File: config.mk
export PLATFORM = sky130hd
export DESIGN_NAME = regfile_port_arb
export DESIGN_NICKNAME = d
export VERILOG_FILES = /design/src/rtl/regfile_port_arb.sv
export SDC_FILE = /design/constraint.sdc
export NUM_CORES = 1
export LEC_CHECK = 0
export CORE_MARGIN = 2
export CORE_UTILIZATION = 34
export DETAILED_ROUTE_END_ITERATION = 6
export PLACE_DENSITY_LB_ADDON = 0.08
export SLEW_MARGIN = 20
export SYNTH_ARGS = -nofsm -noshare
export SYNTH_HDL_FRONTEND = slang
export SYNTH_SLANG_ARGS = --single-unit
File: constraint.sdc
create_clock -name i_clk -period 1.7 [get_ports i_clk]
set_clock_uncertainty 0.1 [all_clocks]
set_input_delay 0.17 -clock i_clk [delete_from_list [all_inputs] [get_ports i_clk]]
set_output_delay 0.17 -clock i_clk [all_outputs]
set_load 0.02 [all_outputs]
File: src/rtl/regfile_port_arb.sv
// Register-file port arbiter: shares the write port and read port 2 between the core and a debug port.
// Optional starvation stall on blocked debug writes is built only when REGFILE_ARB_STARVE_EN is defined.
module regfile_port_arb #(
  parameter int p_WORD_LEN     = 16,
  parameter int p_REG_ADDR_LEN = 3,
  parameter int p_STARVE_LIMIT = 4
) (
  input  logic                      i_clk,
  input  logic                      i_rst_n,
  input  logic [p_REG_ADDR_LEN-1:0] i_core_src2,
  input  logic                      i_core_wr_en,
  input  logic [p_REG_ADDR_LEN-1:0] i_core_tgt,
  input  logic [p_WORD_LEN-1:0]     i_core_data,
  output logic                      o_core_stall,
  output logic [p_REG_ADDR_LEN-1:0] o_rf_src2,
  input  logic [p_WORD_LEN-1:0]     i_rf_src2_data,
  output logic                      o_rf_wr_en,
  output logic [p_REG_ADDR_LEN-1:0] o_rf_tgt,
  output logic [p_WORD_LEN-1:0]     o_rf_tgt_data,
  input  logic                      i_dbg_valid,
  output logic                      o_dbg_ready,
  input  logic                      i_dbg_we,
  input  logic [p_REG_ADDR_LEN-1:0] i_dbg_addr,
  input  logic [p_WORD_LEN-1:0]     i_dbg_wdata,
  output logic                      o_dbg_rvalid,
  output logic [p_WORD_LEN-1:0]     o_dbg_rdata,
  output logic [1:0]                o_dbg_state
);

  // Debug handshake: a request transfers on a cycle where i_dbg_valid && o_dbg_ready;
  // the requester holds valid and payload stable until then, and completion is the
  // single-cycle o_dbg_rvalid pulse that follows.
  typedef enum logic [1:0] {
    S_IDLE  = 2'd0,
    S_PEND  = 2'd1,
    S_FORCE = 2'd2,
    S_DONE  = 2'd3
  } state_t;

  state_t                    state_q, state_d;
  logic                      we_q, we_d;
  logic [p_REG_ADDR_LEN-1:0] addr_q, addr_d;
  logic [p_WORD_LEN-1:0]     wdata_q, wdata_d;
  logic [p_WORD_LEN-1:0]     rdata_q, rdata_d;
  logic                      starve_hit;

  if (p_STARVE_LIMIT < 1) begin : g_bad_limit
    $error("p_STARVE_LIMIT must be >= 1");
  end

`ifdef REGFILE_ARB_STARVE_EN
  localparam int CNT_W = (p_STARVE_LIMIT < 2) ? 1 : $clog2(p_STARVE_LIMIT);

  logic [CNT_W-1:0] cnt_q, cnt_d;

  always_comb begin
    cnt_d = cnt_q;
    if (state_q == S_DONE) begin
      cnt_d = '0;
    end else if (state_q == S_PEND && i_core_wr_en) begin
      cnt_d = cnt_q + CNT_W'(1);
    end
  end

  always_ff @(posedge i_clk or negedge i_rst_n) begin
    if (!i_rst_n) begin
      cnt_q <= '0;
    end else begin
      cnt_q <= cnt_d;
    end
  end

  assign starve_hit = (cnt_q == CNT_W'(p_STARVE_LIMIT - 1));
`else
  assign starve_hit = 1'b0;
`endif

  always_ff @(posedge i_clk or negedge i_rst_n) begin
    if (!i_rst_n) begin
      state_q <= S_IDLE;
      we_q    <= 1'b0;
      addr_q  <= '0;
      wdata_q <= '0;
      rdata_q <= '0;
    end else begin
      state_q <= state_d;
      we_q    <= we_d;
      addr_q  <= addr_d;
      wdata_q <= wdata_d;
      rdata_q <= rdata_d;
    end
  end

  always_comb begin
    state_d = state_q;
    we_d    = we_q;
    addr_d  = addr_q;
    wdata_d = wdata_q;
    rdata_d = rdata_q;
    case (state_q)
      S_IDLE: begin
        if (i_dbg_valid) begin
          we_d    = i_dbg_we;
          addr_d  = i_dbg_addr;
          wdata_d = i_dbg_wdata;
          state_d = i_dbg_we ? S_PEND : S_FORCE;
        end
      end
      S_PEND: begin
        if (!i_core_wr_en) begin
          state_d = S_DONE;
        end else if (starve_hit) begin
          state_d = S_FORCE;
        end
      end
      S_FORCE: begin
        if (!we_q) begin
          rdata_d = i_rf_src2_data;
        end
        state_d = S_DONE;
      end
      default: state_d = S_IDLE;
    endcase
  end

  // The core is frozen in FORCE, so its held writeback is suppressed rather than lost.
  always_comb begin
    o_dbg_ready   = (state_q == S_IDLE);
    o_core_stall  = (state_q == S_FORCE);
    o_dbg_rvalid  = (state_q == S_DONE);
    o_dbg_rdata   = rdata_q;
    o_dbg_state   = state_q;
    o_rf_src2     = i_core_src2;
    o_rf_wr_en    = i_core_wr_en;
    o_rf_tgt      = i_core_tgt;
    o_rf_tgt_data = i_core_data;
    if (state_q == S_FORCE) begin
      if (we_q) begin
        o_rf_wr_en    = 1'b1;
        o_rf_tgt      = addr_q;
        o_rf_tgt_data = wdata_q;
      end else begin
        o_rf_src2  = addr_q;
        o_rf_wr_en = 1'b0;
      end
    end else if (state_q == S_PEND && !i_core_wr_en) begin
      o_rf_wr_en    = 1'b1;
      o_rf_tgt      = addr_q;
      o_rf_tgt_data = wdata_q;
    end
  end

endmodule

# [Word-level counts from Yosys, hierarchy flattened]
# Index checks and enable logic that the tools add are counted.
[op_classes] addsub=0 n_div=0 n_lt_le_gt_ge=0 n_shift=0 reduce_logical=6 bitwise=1 n_mux=15 mul=0 n_eq_ne=5
[ops] op="2-to-1 mux 16 bit" n=3
[ops] op="2-to-1 mux 3 bit" n=5
[ops] op="2-to-1 mux 2 bit" n=3
[ops] op="one-hot mux 2 bit (3 select lines)" n=1
[ops] op="AND reduction 2 bit" n=3
[ops] op="equality test 2 bit, second input constant" n=2
[ops] op="inequality test 2 bit, second input constant" n=2
[ops] op="2-to-1 mux 1 bit" n=3
[ops] op="equality test 2 x 1 -> 1 bit, second input constant" n=1
[ops] op="zero test 2 bit" n=1
[ops] op="logical AND 1 bit" n=1
[ops] op="zero test 1 bit" n=1
[ops] op="inverter 1 bit" n=1
[totals] rom_bits=0 latch_bits=0 memories=0 register_bits=38 in_bits=62 elab_cells=32 output_inout_bits=44 ram_bits=0

# [Depth between registers and ports, before layout]
# Gate-level depths: netlist of run 1.
[logic_depth] depth_word=4 mapped_depth=6 mapped_depth_nobuf=5

# [Worst setup path after synthesis of run 1]
# No wires, ideal clock.
[synth_path] path_kind="register to output" from="register state_q[0] (netlist: o_dbg_state[0])" to="output port o_rf_tgt[0]" t_arrival_ps=1886 n_path_buf=1 path_stages_with_launch=7 slack_ps=-456 required_time_ps=1430 cell_sequence="dfrtp_1 > inv_1 > ha_1 > nor2_2 > a22oi_4 > buf_12 > mux2_4"
[synth_between] elab_cells_between_ends=5 cone_classes="eq/ne: 2; mux: 2; reduce/logical: 1"
[synth_lines] item="from (decl)" line_no="40" source="state_t state_q, state_d;"
[synth_lines] item="from (signal assigned)" line_no="86" source="state_q <= state_d;"
[synth_lines] item="equality test 2 bit"
[synth_lines] item="via o_core_stall" line_no="14" source="output logic o_core_stall,"
[synth_lines] item="2-to-1 mux 3 bit" line_no="137" source="if (state_q == S_FORCE) begin"
[synth_lines] item="to (decl)" line_no="18" source="output logic [p_REG_ADDR_LEN-1:0] o_rf_tgt,"
# The timed path passes the listed nets, and every way through them passes these cells.

# [Worst setup path after layout of run 1]
[layout_path] from="register state_q[0] (netlist: o_dbg_state[0])" to="output port o_rf_tgt_data[10]"
[layout_between] elab_chain_cells=4 elab_cells_between_ends=5 cone_classes="eq/ne: 2; mux: 2; reduce/logical: 1"
[layout_lines] item="equality test 2 x 1 -> 1 bit" line_no="146" source="end else if (state_q == S_PEND && !i_core_wr_en) begin"
[layout_lines] item="logical AND 1 bit" line_no="146"
[layout_lines] item="2-to-1 mux 16 bit" line_no="146"
[layout_lines] item="2-to-1 mux 16 bit *" line_no="137"
[layout_lines] item="to (decl)" line_no="19" source="output logic [p_WORD_LEN-1:0] o_rf_tgt_data,"
# Mark *: on every way between the ends. The rest lies on a longest branch, timed or not.

==> impl_metrics.json, run 1 <==
{
  "status": "complete, but fails checks",
  "violations": "setup timing",
  "synth-xor-area-share_pct": 0,
  "rrSetupSlack_ns": -0.06,
  "cpPeakStageDelay_ns": 0.43,
  "yosys_warnings": 0,
  "yosysSeqAreaShare_pct": 51.3,
  "slowest_stage": "dfrtp_2",
  "rows": 26,
  "final_core_utilization_pct": 68.0,
  "rr_endpoint": "o_dbg_rdata[5]",
  "die_h_um": 77.8,
  "area_delta_synth_final_pct": 89.8,
  "dieArea_um2": 6060,
  "fill_cells": 380,
  "tightest_slew_ns": 0.573,
  "synth_compound_area_share_pct": 2.23,
  "crit_chain": "inv_2 -> ha_4 -> nor2_4 -> a22oi_4 -> buf_8 -> mux2_4 -> buf_2",
  "syn-mean-instance-area_um2": 15.2,
  "slew_violations": 0,
  "synth_mux_area_share_pct": 38.4,
  "stdcell_area_um2": 3520,
  "netlist_instances": 122,
  "finalCritPeriodShare_pct": 125,
  "setup_slack_ns": -0.419,
  "drtIter0Drc": 24,
  "clk_latency_ns": 0.29,
  "grt_max_degree": 25,
  "synth_top_family_by_area": "multiplexers",
  "numCtsBuffers": 5,
  "multi_input_area_um2": 972,
  "grt_util_all_layers_pct": 17.5,
  "relSlewSlack_pct": 61.8,
  "io-pin-count": 106,
  "diodes": 0,
  "finalSetupViolCount": 32,
  "finalSetupTns_ns": -9.00,
  "fin_hold_ws_ns": 0.316,
  "critPathLaunch": "o_dbg_state[0]",
  "worstPathArrival_ns": 1.85,
  "hpwl_um": 3650,
  "grt_pass1_wl_um": 8220,
  "hold_path.class": "in2async",
  "io_buffers": 105,
  "peakVddDrop_v": 0.000985,
  "p_total_mw": 6.73,
  "nNetsFinal": 326,
  "drv_cap": 0,
  "fp.dieW_um": 77.8,
  "reg2reg_from": "o_dbg_state[0]",
  "drive_gt1_share_pct": 51.2,
  "vias": 1507,
  "synth-adder-area-share_pct": 3.38,
  "reg2reg_depth": 7,
  "grt-ovfl-total": 0,
  "cellLeakagePower_nw": 1.63,
  "synth_nets": 189,
  "cts_max_level": 2,
  "critical_path_required_ns": 1.43,
  "coreArea_um2": 5170,
  "worstSetupPathType": "reg2out",
  "antenna_found_initial": 0,
  "critPathCaptureType": "primary output",
  "wl_um": 5100,
  "dpl_cell_area_um2": 3130,
  "drtPass1Iterations": 3,
  "cts_buffer_depth": 2,
  "cts.clk_slew.worst_paths_ns": 0.08,
  "p_per_area_nw_per_um2": 1910,
  "drcViolationCount": 0,
  "cts_tree": "built",
  "clock.fmax_mhz": 472,
  "grt_pass1_vias": 1659,
  "endpoint": "o_rf_tgt_data[10]",
  "synthDistinctLibCells": 17,
  "rsz0062_at_grt": "true",
  "place.gp.congestion": 0.775,
  "ant_nets": 0,
  "cts_root_buffer": "clkbuf_8",
  "start_util_pct": 35.8,
  "crit_fanout": 9,
  "regArea_um2": 953,
  "hold_viol_final": 0,
  "synth-seq-cells": 38,
  "viasPerCell": 4.57,
  "clock-sinks": 38,
  "min_period_ns": 2.12,
  "wl_per_cell_um": 15.5,
  "startpoint_type": "register",
  "syn_area_um2": 1850,
  "synthSimpleGateAreaFrac_pct": 1.89
}
cell usage in the layout (no fill, tap or decap), drive strengths merged:
cell type      netlist  layout
clkdlybuf4s50        0      76
buf                  5      53
dfrtp               38      38
mux2i                1       1
a21oi                1       1
nor2b                2       2
dlygate4sd2          0       1
dlygate4sd3          0       1
bufinv               0       2
dlymetal6s2s         0       1
o21bai               1       1
nor3                 1       1
clkdlybuf4s15        0       1
inv                  3       3
nand2                1       1
a22oi                2       2
clkbuf               0       8
mux2                59      59
ha                   5       5
nor2                 3       3
where the power goes:
group          total (mW)  switching, mW  leakage [nW]  internal, mW
Clock               0.947          0.321        0.0714         0.626
Combinational        4.13           1.70          1.11          2.43
Sequential           1.65          0.271         0.447          1.38
flip-flops by register name, indices dropped and copies added (netlist names):
register,count
addr_q,3
o_dbg_rdata,16
o_dbg_state,2
wdata_q,16
we_q,1
how the worst min path moves through the flow:
stage	slack (ns)	start	endpoint
after detailed placement	0.1	i_rst_n	o_dbg_rdata[4]
after floorplan	-0.23	i_rst_n	addr_q[0]
final	0.32	i_rst_n	addr_q[0]
after CTS	0.32	i_rst_n	wdata_q[4]
after global routing	0.36	i_rst_n	addr_q[2]
after global placement	0.09	i_rst_n	o_dbg_rdata[4]
cell families after synthesis:
logic type / Yosys count
mux: 60
flops: 38
buf+inv: 8
simple gates: 7
fa+ha+maj: 5
compound gates: 4
stage by stage:
step	std cells	setup WS, ns
after floorplan	122	-0.187
after global placement	309	-0.538
after detailed placement	309	-0.615
after CTS	325	-0.524
after global routing	330	-0.500
final	330	-0.419
routing by layer:
metal	global-route usage (%)	part of all wire, %	routed length, µm
met1	19.3	38	1950
met2	31.7	53	2710
met3	5.93	7.3	372
met4	5.18	1.2	63
met5	0	0	0
critical path, delay by kind of cell (launching register included):
kind	cells	cell delay, ns
adder cells (fa/ha/maj)	1	0.17
flip-flops	1	0.43
multiplexers	1	0.30
AO/OA/AOI/OAI	1	0.19
AND/OR/NAND/NOR	1	0.04
buffers and inverters	3	0.43
repair_timing:
action,in CTS,in global routing
hold buffers,1,0
hold endpoints to repair,23,0
buffers inserted,4,9
endpoints found under the setup margin,44,58
pin swaps,3,2
cloned,3,0
resized for setup,126,52
synthesized netlist by cell type (all sizes together):
cell type / number / area, µm²
mux2: 59 / 702
dfrtp: 38 / 951
buf: 5 / 40.0
ha: 5 / 62.6
inv: 3 / 11.3
nor2: 3 / 13.8
a22oi: 2 / 28.8
nor2b: 2 / 12.5
a21oi: 1 / 5.00
mux2i: 1 / 10.0
nand2: 1 / 3.75
nor3: 1 / 5.00
o21bai: 1 / 7.51
layout make-up:
cell class | count | share of cell area, %
timing repair buffer | 135 | 38.4
multi-input combinational | 76 | 27.6
sequential | 38 | 27.1
tap | 70 | 2.49
clock buffer | 6 | 2.35
clock inverter | 2 | 1.71
inverter | 3 | 0.320
Power figures use the tool's default switching activity.
==> inputs of run 2 (changes only) <==
Settings changed: GPL_ROUTABILITY_DRIVEN from default to 0.
==> results of run 2 <==
Final layout, timing and power as in run 1 (identical DEF).
==> inputs of run 3 (changes only) <==
Settings changed: CORE_UTILIZATION 34 to 38, RECOVER_POWER from default to 25.
Clock period 1.7 ns to 2 ns, I/O delays scaled along.
==> run 3 against run 2 <==
Effect of this change: the flow still finishes with violations (setup timing); non-clock buffer count fell by 12; worst setup slack improved by 0.27 ns; clock-buffer cell count increased by 1; cell area is 6.4% lower; critical path depth unchanged; clock power fell by 43%; die area down 10%; critical endpoint is now o_rf_tgt_data[11]; largest cell class unchanged.
==> impl_metrics.json, run 3 (synthesis results as in run 1) <==
{
  "dieArea_um2": 5450,
  "clock-sinks": 38,
  "final_core_utilization_pct": 69.7,
  "setup_slack_ns": -0.152,
  "fin_hold_ws_ns": 0.409,
  "finalSetupViolCount": 22,
  "tightest_slew_ns": 0.890,
  "ant_nets": 0,
  "wl_met3_um": 342,
  "relSlewSlack_pct": 40.7,
  "reg2reg_depth": 6,
  "fp.dieW_um": 73.8,
  "critPathCaptureType": "primary output",
  "start_util_pct": 39.2,
  "worstPathArrival_ns": 1.85,
  "hold_viol_final": 0,
  "violations": "setup timing",
  "hold_end": "wdata_q[13]",
  "nNetsFinal": 314,
  "vias": 1451,
  "drive_gt1_share_pct": 45.6,
  "hold_depth": 1,
  "grt_util_all_layers_pct": 18.6,
  "final_cell_mix": "clkdlybuf4s50_1, mux2_2, dfrtp_1",
  "dpl_cell_area_um2": 3080,
  "stdcell_area_um2": 3290,
  "cts.clk_slew.worst_paths_ns": 0.07,
  "crit_chain": "inv_2 -> ha_4 -> nor2_4 -> a22oi_4 -> buf_8 -> mux2_4 -> buf_2",
  "numCtsBuffers": 5,
  "coreArea_um2": 4720,
  "drcViolationCount": 0,
  "cts_root_buffer": "clkbuf_8",
  "rr_endpoint": "o_dbg_rdata[7]",
  "grt-ovfl-total": 0,
  "grt_max_degree": 24,
  "drv_cap": 0,
  "cts_tree": "built",
  "rsz0062_at_grt": "true",
  "drt-met1-wl_um": 2040,
  "diodes": 0,
  "slowest_stage": "dfrtp_2",
  "cts_max_level": 2,
  "drtPass1Iterations": 4,
  "peakVddDrop_v": 0.000876,
  "highest_layer": "met4",
  "p_total_mw": 5.19,
  "crit_fanout": 9,
  "clk_latency_ns": 0.29,
  "worstSetupPathType": "reg2out",
  "slew_violations": 0,
  "p_per_area_nw_per_um2": 1580,
  "clock.fmax_mhz": 465,
  "wl_um": 5130,
  "cpPeakStageDelay_ns": 0.43,
  "area_delta_synth_final_pct": 77.6,
  "io_buffers": 105,
  "antenna_found_initial": 0,
  "cellLeakagePower_nw": 1.52,
  "status": "complete, but fails checks",
  "final_common_cell": "clkdlybuf4s50_1",
  "cts_buffer_depth": 2,
  "rows": 25,
  "critical_path_required_ns": 1.70,
  "wl_per_cell_um": 16.3,
  "viasPerCell": 4.61,
  "io-pin-count": 106,
  "grt_pass1_vias": 1548,
  "min_period_ns": 2.15,
  "rrSetupSlack_ns": 0.16,
  "hold_path.class": "reg2reg",
  "drtIter0Drc": 43,
  "finalCritPeriodShare_pct": 108,
  "startpoint_type": "register",
  "hpwl_um": 3700,
  "met2_length_um": 2680,
  "die_h_um": 73.8,
  "hp-start": "wdata_q[13]",
  "dpl_worst_slack_ns": -0.330,
  "grt_pass1_wl_um": 7420,
  "reg2reg_from": "o_dbg_state[0]"
}
-- run 3: changes by cell type in the layout (fill, tap and decap cells not counted), sizes merged --
cell | previous run | this run
buf | 53 | 39
bufinv | 2 | 0
clkdlybuf4s50 | 76 | 78
clkinv | 0 | 1
dlymetal6s2s | 1 | 2
-- run 3: what timing repair did --
item                       in CTS  in global routing
hold buffers                    1                  0
setup endpoints to repair      25                 24
buffers inserted                6                  1
pin swaps                       2                  1
gates resized for setup       121                 35
gates cloned                    2                  0
hold endpoints to repair       15                  0
-- run 3: where the power goes --
| group | internal, mW | leakage, nW | switching, mW |
|---|---|---|---|
| Sequential | 1.18 | 0.447 | 0.252 |
| Combinational | 1.85 | 1.03 | 1.37 |
| Clock | 0.278 | 0.0482 | 0.263 |
-- run 3: worst max-delay path by stage --
stage,startpoint,to,slack (ns),cells past startpoint
2_1_floorplan,o_dbg_state[0],o_rf_tgt[0],0.04,6
3_3_place_gp,i_core_wr_en,o_rf_tgt[2],-0.28,6
3_5_place_dp,i_core_wr_en,o_rf_tgt_data[3],-0.33,6
4_1_cts,o_dbg_state[0],o_rf_tgt_data[0],-0.26,8
5_1_grt,o_dbg_state[0],o_rf_tgt_data[10],-0.23,7
6_report,o_dbg_state[0],o_rf_tgt_data[11],-0.15,7
-- run 3: stage by stage --
| stage | TNS (ns) | std cells |
|---|---|---|
| after floorplan | 0 | 122 |
| after global placement | -5.37 | 301 |
| after detailed placement | -5.97 | 301 |
| after CTS | -4.65 | 318 |
| after global routing | -4.18 | 315 |
| final | -2.53 | 315 |
-- run 3: layer usage --
metal	vias up	global-route usage [%]
li1	682	-
met1	697	20.5
met2	64	34.0
met3	8	5.35
met4	0	5.86
met5	-	0
-- run 3: final cells by class --
type | instances | area, µm²
Timing Repair Buffer | 123 | 1230
Inverter | 3 | 11.3
Multi-Input combinational cell | 76 | 923
Clock inverter | 1 | 5.00
Clock buffer | 7 | 86.3
Fill cell | 328 | 1430
Sequential cell | 38 | 953
Tap cell | 67 | 83.8
-- run 3: critical path, delay by kind of cell, from the launching register on --
family	cells	cell delay, ns
AND/OR/NAND/NOR	1	0.04
buffers and inverters	3	0.43
multiplexers	1	0.30
AO/OA/AOI/OAI	1	0.19
adder cells (fa/ha/maj)	1	0.17
flip-flops	1	0.43
